File: src/rtl/image_rom_arbiter.sv
// rtl/image_rom_arbiter.sv - shares the image ROM between the real-time display and a host port through a tagged 3-stage read pipeline.
// Optional feature macro: IMG_ARB_BORDER_EN (off-image active pixels return BORDER_COLOR).
module image_rom_arbiter #(
   parameter int          IMAGE_WIDTH  = 640,
   parameter int          IMAGE_HEIGHT = 480,
   parameter int          ADDR_WIDTH   = 19,
   parameter logic [11:0] BORDER_COLOR = 12'h000
) (
   input  logic                  clk,
   input  logic                  reset,
   input  logic                  pixel_tick,
   input  logic                  video_on,
   input  logic [9:0]            pixel_x,
   input  logic [9:0]            pixel_y,
   output logic [11:0]           disp_rgb,
   input  logic                  host_req,
   input  logic [ADDR_WIDTH-1:0] host_addr,
   output logic                  host_ack,
   output logic [11:0]           host_rdata,
   output logic                  host_rvalid,
   output logic                  rom_en,
   output logic [ADDR_WIDTH-1:0] rom_addr,
   input  logic [11:0]           rom_data
);

   localparam logic [2:0] TAG_NONE       = 3'd0;
   localparam logic [2:0] TAG_DISP       = 3'd1;
   localparam logic [2:0] TAG_DISP_BLANK = 3'd2;
   localparam logic [2:0] TAG_HOST       = 3'd3;
   localparam logic [2:0] TAG_HOST_OOR   = 3'd4;

   localparam logic [9:0]            X_LIMIT    = 10'(IMAGE_WIDTH);
   localparam logic [9:0]            Y_LIMIT    = 10'(IMAGE_HEIGHT);
   localparam logic [ADDR_WIDTH-1:0] HOST_LIMIT = ADDR_WIDTH'(IMAGE_WIDTH * IMAGE_HEIGHT);

   logic [2:0]            w_issue_tag;
   logic [ADDR_WIDTH-1:0] w_issue_addr;
   logic [ADDR_WIDTH-1:0] w_disp_addr;
   logic                  w_in_image;
   logic                  w_host_busy;
   logic                  w_host_ack;
   logic                  w_border_sel;

   logic [2:0]            r_rom_tag;
   logic [2:0]            r_ret_tag;
   logic                  r_rom_en;
   logic [ADDR_WIDTH-1:0] r_rom_addr;
   logic [11:0]           r_disp_rgb;
   logic [11:0]           r_host_rdata;
   logic                  r_host_rvalid;

   // y*640 + x without a multiplier: 640 = 512 + 128
   assign w_disp_addr = (ADDR_WIDTH'(pixel_y) << 9) + (ADDR_WIDTH'(pixel_y) << 7) + ADDR_WIDTH'(pixel_x);
   assign w_in_image  = video_on && (pixel_x < X_LIMIT) && (pixel_y < Y_LIMIT);
   assign w_host_busy = (r_rom_tag == TAG_HOST) || (r_rom_tag == TAG_HOST_OOR) ||
                        (r_ret_tag == TAG_HOST) || (r_ret_tag == TAG_HOST_OOR);

   always_comb begin
      w_issue_tag  = TAG_NONE;
      w_issue_addr = host_addr;
      w_host_ack   = 1'b0;
      if (pixel_tick) begin
         w_issue_addr = w_disp_addr;
         w_issue_tag  = w_in_image ? TAG_DISP : TAG_DISP_BLANK;
      end else if (host_req && !w_host_busy) begin
         w_host_ack  = 1'b1;
         w_issue_tag = (host_addr >= HOST_LIMIT) ? TAG_HOST_OOR : TAG_HOST;
      end
   end

   always_ff @(posedge clk) begin
      if (reset) begin
         r_rom_tag  <= TAG_NONE;
         r_ret_tag  <= TAG_NONE;
         r_rom_en   <= 1'b0;
         r_rom_addr <= '0;
      end else begin
         r_rom_tag <= w_issue_tag;
         r_ret_tag <= r_rom_tag;
         r_rom_en  <= (w_issue_tag == TAG_DISP) || (w_issue_tag == TAG_HOST);
         if ((w_issue_tag == TAG_DISP) || (w_issue_tag == TAG_HOST))
            r_rom_addr <= w_issue_addr;
      end
   end

`ifdef IMG_ARB_BORDER_EN
   logic r_rom_border;
   logic r_ret_border;

   // Only consulted for DISP_BLANK, where video_on alone separates border from blanking
   always_ff @(posedge clk) begin
      if (reset) begin
         r_rom_border <= 1'b0;
         r_ret_border <= 1'b0;
      end else begin
         r_rom_border <= pixel_tick && video_on;
         r_ret_border <= r_rom_border;
      end
   end

   assign w_border_sel = r_ret_border;
`else
   assign w_border_sel = 1'b0;
`endif

   always_ff @(posedge clk) begin
      if (reset) begin
         r_disp_rgb    <= 12'h000;
         r_host_rdata  <= 12'h000;
         r_host_rvalid <= 1'b0;
      end else begin
         r_host_rvalid <= 1'b0;
         case (r_ret_tag)
            TAG_DISP:       r_disp_rgb <= rom_data;
            TAG_DISP_BLANK: r_disp_rgb <= w_border_sel ? BORDER_COLOR : 12'h000;
            TAG_HOST: begin
               r_host_rdata  <= rom_data;
               r_host_rvalid <= 1'b1;
            end
            TAG_HOST_OOR: begin
               r_host_rdata  <= 12'h000;
               r_host_rvalid <= 1'b1;
            end
            default: ;
         endcase
      end
   end

   assign host_ack    = w_host_ack && !reset;
   assign rom_en      = r_rom_en;
   assign rom_addr    = r_rom_addr;
   assign disp_rgb    = r_disp_rgb;
   assign host_rdata  = r_host_rdata;
   assign host_rvalid = r_host_rvalid;

endmodule

File: config.mk
export PLATFORM = sky130hd
export DESIGN_NAME = image_rom_arbiter
export DESIGN_NICKNAME = d
export VERILOG_FILES = /design/src/rtl/image_rom_arbiter.sv
export SDC_FILE = /design/constraint.sdc
export NUM_CORES = 1
export LEC_CHECK = 0
export ABC_AREA = 1
export CORE_ASPECT_RATIO = 0.75
export CORE_MARGIN = 5
export CORE_UTILIZATION = 60
export DETAILED_ROUTE_END_ITERATION = 16
export DONT_BUFFER_PORTS = 1
export GPL_TIMING_DRIVEN = 0
export HOLD_SLACK_MARGIN = 0.1
export PLACE_DENSITY = 0.76
export SETUP_SLACK_MARGIN = 0.2
export SYNTH_ARGS = -nofsm -noshare
export SYNTH_HDL_FRONTEND = slang
export SYNTH_SLANG_ARGS = --single-unit
File: constraint.sdc
create_clock -name clk -period 2.4 [get_ports clk]
set_input_delay 0.36 -clock clk [delete_from_list [all_inputs] [get_ports clk]]
set_output_delay 0.36 -clock clk [all_outputs]
set_load 0.01 [all_outputs]
==> flow_metrics.py <==
metrics = {
    "placed_design": {
        "gp_congestion": 0.876,
        "place_hpwl_um": 5530,
        "port-buffer-count": 0,
        "dp_slack_ps": 31.5,
    },
    "clock_network": {
        "path_clk_slew_ps": 100,
        "worst_skew_pair.late_latency_ps": 310,
        "clock_sinks": 51,
        "cts_htree_levels": 2,
        "cts_tree": "built",
        "cts_made_buffers": 5,
        "postCtsSetupBuffers": 0,
        "cts-root-buf": "clkbuf_8",
        "clock_path_buffers": 2,
        "ctsResizeCount": 0,
        "holdBufCountCts": 0,
    },
    "die": {
        "die_y_um": 69.7,
        "core_area_um2": 4520,
        "fp-row-count": 21,
        "initial_utilization": 0.630,
        "die_x_um": 89.5,
        "dieArea_um2": 6240,
        "io-pin-count": 102,
    },
    "setup_path": {
        "crit_type": "in2reg",
        "critPathCaptureType": "register",
        "crit_path_max_fanout": 3,
        "cp_data_arrival_time_ps": 2260,
        "worstPathRequired_ps": 2610,
        "crit_start": "pixel_x[9]",
        "reg2reg_from": "r_ret_tag[1]",
        "worst_setup_path_start_kind": "input pin",
    },
    "detailed_routing": {
        "wirelength_um": 6880,
        "dr.pass1.iters": 5,
        "wl_per_cell_um": 14.3,
        "num_vias": 2624,
        "drc": 0,
        "drtIter0Drc": 149,
        "postRouteAntennaNets": 0,
        "vias_per_cell": 5.47,
    },
    "yosys": {
        "synth_compound_area_frac": 0.102,
        "synth_nets": 492,
        "synth_top_family_by_area": "simple AND/OR/NAND/NOR gates",
        "muxShareOfSynthArea": 0,
        "syn_area_per_cell_um2": 6.86,
        "syn_inst": 415,
        "synth_xor_area_frac": 0.00308,
        "seq_area_frac_synth": 0.359,
        "ys_ff_latch": 51,
        "synth_fa_ha_area_frac": 0.0976,
        "synth_area_um2": 2850,
        "yosys_warnings": 0,
        "synthSimpleGateAreaFrac": 0.359,
        "synth_cell_types": 29,
    },
    "global_routing": {
        "overflow": 0,
        "grt_pass1_vias": 2268,
        "grt_max_degree": 17,
        "grt_pass1_wl_um": 11000,
        "gr-usage-all-layers": 0.221,
        "antenna_found_initial": 0,
    },
    "timing": {
        "fin_crit_sh": 0.858,
        "fin_crit_ps": 2060,
        "slew_headroom": 0.657,
        "tightest_slew_ps": 514,
        "rsz0062_at_grt": "false",
        "final-setup-viol-count": 0,
        "tns_ps": 0,
        "fmax_mhz": 486,
        "worst_slack_ps": 341,
        "drv_slew": 0,
        "fin_worst_skew_ps": 7.09,
        "finalHoldViolCount": 0,
    },
    "min_path": {
        "hold_class": "in2reg",
        "hold_start": "rom_data[0]",
    },
    "pwr": {
        "p_leak_nw": 1.38,
        "p_per_area_nw_per_um2": 605,
        "max-vdd-ir-drop_v": 0.000353,
    },
    "run": {
        "drv_cap": 0,
    },
    "layout": {
        "drive_gt1_frac": 0.0780,
        "antenna-diode-count": 0,
        "nets": 499,
        "area_delta_synth_final_pct": 5.58,
    },
    "status": {
        "status": "completed",
    },
}
report_power, final:
group	internal, mW	switching (mW)	total [mW]
clock	0.206	0.294	0.500
combinational	0.138	0.239	0.377
sequential	0.891	0.0495	0.940
total	1.23	0.583	1.82
critical path, stage by stage:
cell	delay [ps]
inv_1	30
fa_1	530
inv_1	70
fa_1	470
nand2_1	110
nand3_1	80
and2_1	170
xnor2_1	190
o21ai_0	100
nor2_1	110
nor2_1	50
area by class of cell:
type                            count  area [µm²]
Tap cell                           57        71.3
Sequential cell                    51        1020
Inverter                           38         145
Clock inverter                      3        18.8
Clock buffer                        5        68.8
Fill cell                         424        1510
Buffer                             17        82.6
Multi-Input combinational cell    309        1600
Yosys cell counts:
master,count,area [µm²]
nand3b_1,1,7.51
or2_2,2,12.5
buf_6,2,22.5
inv_4,1,6.26
and2_1,1,6.26
nand4_1,3,18.8
ha_1,19,238
nor3_1,1,5.00
nor2_1,36,135
o21ai_1,10,50.1
clkbuf_1,12,45.0
nor2_4,2,22.5
xnor2_1,1,8.76
a31oi_1,1,6.26
nand2_1,119,447
buf_2,3,15.0
o21ai_0,7,35.0
nand3_4,1,17.5
nand3_2,1,10.0
dfxtp_1,51,1020
a21oi_1,38,190
o31ai_1,1,7.51
fa_1,2,40.0
nand2_4,2,22.5
nor2_2,9,56.3
inv_1,35,131
nor4_1,1,6.26
inv_2,2,7.51
nand3_1,51,255
sequential cells by signal (all words and copies together) (netlist names):
signal / cells
disp_rgb: 12
r_ret_tag: 3
host_rdata: 12
r_rom_tag: 3
rom_addr: 19
host_rvalid: 1
rom_en: 1
stage by stage:
stage / instances / area [µm²] / power [mW] / util / hold WS (ps)
floorplan: 415 / 2850 / 1.25 / - / 424
global placement: 472 / 2920 / 1.33 / 0.646 / 434
detailed placement: 472 / 2920 / 1.33 / 0.646 / 458
CTS: 480 / 3010 / 1.83 / 0.665 / 194
global route: 480 / 3010 / 1.94 / 0.665 / 188
finish: 480 / 3010 / 1.82 / 0.665 / 195
layer usage:
layer,GRT usage,vias to the layer above,routed length [µm]
met2,0.314,102,3010
li1,-,1357,-
met5,0,-,0
met4,0.0645,0,121
met1,0.311,1154,3040
met3,0.0808,11,703
kinds of logic (layout without fill, tap and decap cells):
| kind of cell | count (synthesis) | count (layout) |
|---|---|---|
| XOR/XNOR | 1 | 1 |
| AND/OR/NAND/NOR | 230 | 230 |
| buffers and inverters | 55 | 63 |
| AO/OA/AOI/OAI | 57 | 57 |
| flip-flops | 51 | 51 |
| adder cells (fa/ha/maj) | 21 | 21 |
cell usage in the layout (no fill, tap or decap), types with 2 or more instances in the layout:
master and count:
o21ai_1 10, or2_2 2, fa_1 2, clkbuf_1 12, nand3_1 51, nand2_4 2, buf_6 2, a21oi_1 38
clkbuf_8 5, nor2_2 9, o21ai_0 7, nor2_1 36, ha_1 19, nand4_1 3, dfxtp_1 51, inv_2 2
nand2_1 119, nor2_4 2, inv_1 35, clkinv_2 2, buf_2 3
worst paths after layout:
check	end	slack, ps	cells past startpoint
max	rom_addr[12]	340	11
min	disp_rgb[0]	190	2
max reg2reg	rom_addr[10]	830	10
min reg2reg	r_ret_tag[2]	470	2
(Power assumes the default switching activity.)
==> variant (config.mk and constraints unchanged) <==
Set the parameter `ADDR_WIDTH` to 15 (it was 19).
--- a/src/rtl/image_rom_arbiter.sv
+++ b/src/rtl/image_rom_arbiter.sv
@@ -3,7 +3,7 @@
 module image_rom_arbiter #(
    parameter int          IMAGE_WIDTH  = 640,
    parameter int          IMAGE_HEIGHT = 480,
-   parameter int          ADDR_WIDTH   = 19,
+   parameter int          ADDR_WIDTH   = 15,
    parameter logic [11:0] BORDER_COLOR = 12'h000
 ) (
    input  logic                  clk,
Ports: changed (resized host_addr and rom_addr); port bits go from 102 to 94. The function was not compared with the original's and may differ.
==> variant against the original RTL <==
Synthesized area shrank 20%. Final area shrank 19%. Power shrank 15%. Global-route usage shrank 1.1 points. Count of clock-buffer cells in the layout grew 1. Wire length shrank 23%. Worst setup slack gained 0.20 ns. Fmax grew 11%. Sequential cell count shrank 4. Clock power shrank 6.6%. Highest routed layer unchanged.
==> variant: results (changes against the original RTL) <==
[finish]
largest_register_ffs=15  ; -4
drive_gt1_frac=0.1063  ; +0.02830
layout.nets=367  ; -26%
n_antenna_cell=0  ; unchanged

[placement]
routabilityCongestion=0.8199  ; -6.4%
hpwl_um=4163  ; -25%
place_area_mm2=0.002349  ; -20%
placedCellCount=346  ; -27%
place_ws_ns=0.2417  ; +0.2102 ns

[yosys]
synth_compound_area_frac=0.1403  ; +0.03874
yosysWarnings=0  ; unchanged
synth_common_cells=65 x nand2_1, 47 x dfxtp_1, 35 x a21oi_1
seq_area_frac_synth=0.4121  ; +0.05337
synth_cell_types=27  ; -6.9%
synthAdderAreaFrac=0.08329  ; -0.01429
synth_flop_cell=dfxtp_1
async_flop_share=0  ; unchanged
synth_xor_area_frac=0.003836  ; +0.0007587
syn_nets=360  ; -27%
synth.area.mux_share=0.04384  ; +0.04384
synth_area_leaders=dfxtp_1 41%, nand2_1 11%, a21oi_1 7.7%
syn_avg_cell_area_um2=7.767  ; +13%

[global_route]
grt_pass1_wl_um=8514  ; -22%
grt_use_met3=0.07692  ; -0.003837
grtUsageMet2=0.3094  ; -0.004556
grt_usage=0.2106  ; -0.01079
grt_pass1_vias=1798  ; -21%
grtUsageMet1=0.2989  ; -0.01207
grt_max_degree=14  ; -3
antenna_found_initial=0  ; unchanged

[worst_setup_path]
worst_ep_arrival_time_ns=2.03  ; -0.23 ns
crit_fanout=2  ; -1
slowest_stage=fa_1
crit_family=adder cells
cp_slowest_stage_delay_ns=0.52

[outcome]
status=complete, no violations

[routing]
wl_met1_um=2368  ; -22%
met2WireLength_um=2401  ; -20%
totalWireLength_um=5271  ; -23%
firstDrtPassIters=4  ; -1
viasPerCell=5.482  ; +0.27%
drt_iter0_markers=123  ; -17%
routedWlPerCell_um=14.93  ; +4.2%
highest_layer=met4
wl_met3_um=460  ; -35%

[pwr]
max-vdd-ir-drop_mv=0.7023  ; +99%
sw_frac_of_total=0.2720  ; -0.04885
p_leak_nw=1.046  ; -24%

[clocking]
cts.path.max_buffers=2  ; unchanged
cts_resized=0  ; unchanged
post_cts_buffers=0  ; unchanged
cts_made_buffers=5  ; unchanged
root_buffer=clkbuf_8
clock_latency_ns=0.29  ; -0.02 ns
path_clk_slew_ns=0.08  ; -0.02 ns

[sta]
slew_viol_final=0  ; unchanged
max_slew.worst_pin.slew_ns=0.5458  ; +0.03194 ns
finalClockSkew_ns=0.001828  ; -0.005264 ns

[worst_hold_path]
hold_class=in -> reg

variant: cell count changes in the layout (fill, tap and decap cells not counted), sizes merged, moves of 4 or more:
cell   delta
dfxtp     -4
inv       -9
ha        -7
nand3    -21
nor2     -34
a21oi     +5
nand2    -55
mux2i    +10
variant: worst register-to-register path, stage by stage (launching register included):
cell and delay, ns:
dfxtp_1 0.38, inv_1 0.06, nand2_1 0.10, nor2_2 0.07, nor2_4 0.14, nand3_2 0.13
nand2_4 0.13, buf_6 0.16, nand3_2 0.09, a21oi_2 0.11
variant: power by group through the flow:
stage | combinational [mW] | clock (mW) | sequential (mW)
after floorplan | 0.194 | 0 | 0.859
after global placement | 0.228 | 0 | 0.866
after detailed placement | 0.235 | 0 | 0.866
after CTS | 0.235 | 0.474 | 0.848
after global routing | 0.274 | 0.523 | 0.852
final | 0.236 | 0.467 | 0.848
variant: final timing paths:
kind | from | to | slack (ns) | cells past startpoint
min | rom_data[1] | host_rdata[1] | 0.21 | 2
max | pixel_x[9] | rom_addr[12] | 0.54 | 11
max reg2reg | r_ret_tag[1] | rom_addr[12] | 0.97 | 9
min reg2reg | r_rom_tag[2] | r_ret_tag[2] | 0.45 | 2
variant: cells by family (layout without fill, tap and decap cells):
family,after synthesis,in the layout
XOR/XNOR,1,1
multiplexers,10,10
flip-flops,47,47
AND/OR/NAND/NOR,119,119
buffers and inverters,45,52
AO/OA/AOI/OAI,58,58
adder cells (fa/ha/maj),14,14
variant: final cells by class:
class                      count  area (µm²)
sequential                    47       940.9
clock buffer                   6       82.58
clock inverter                 1       5.005
multi-input combinational    202        1157
inverter                      30       112.6
tap                           52       65.06
buffer                        15       72.57
fill                         328        1225
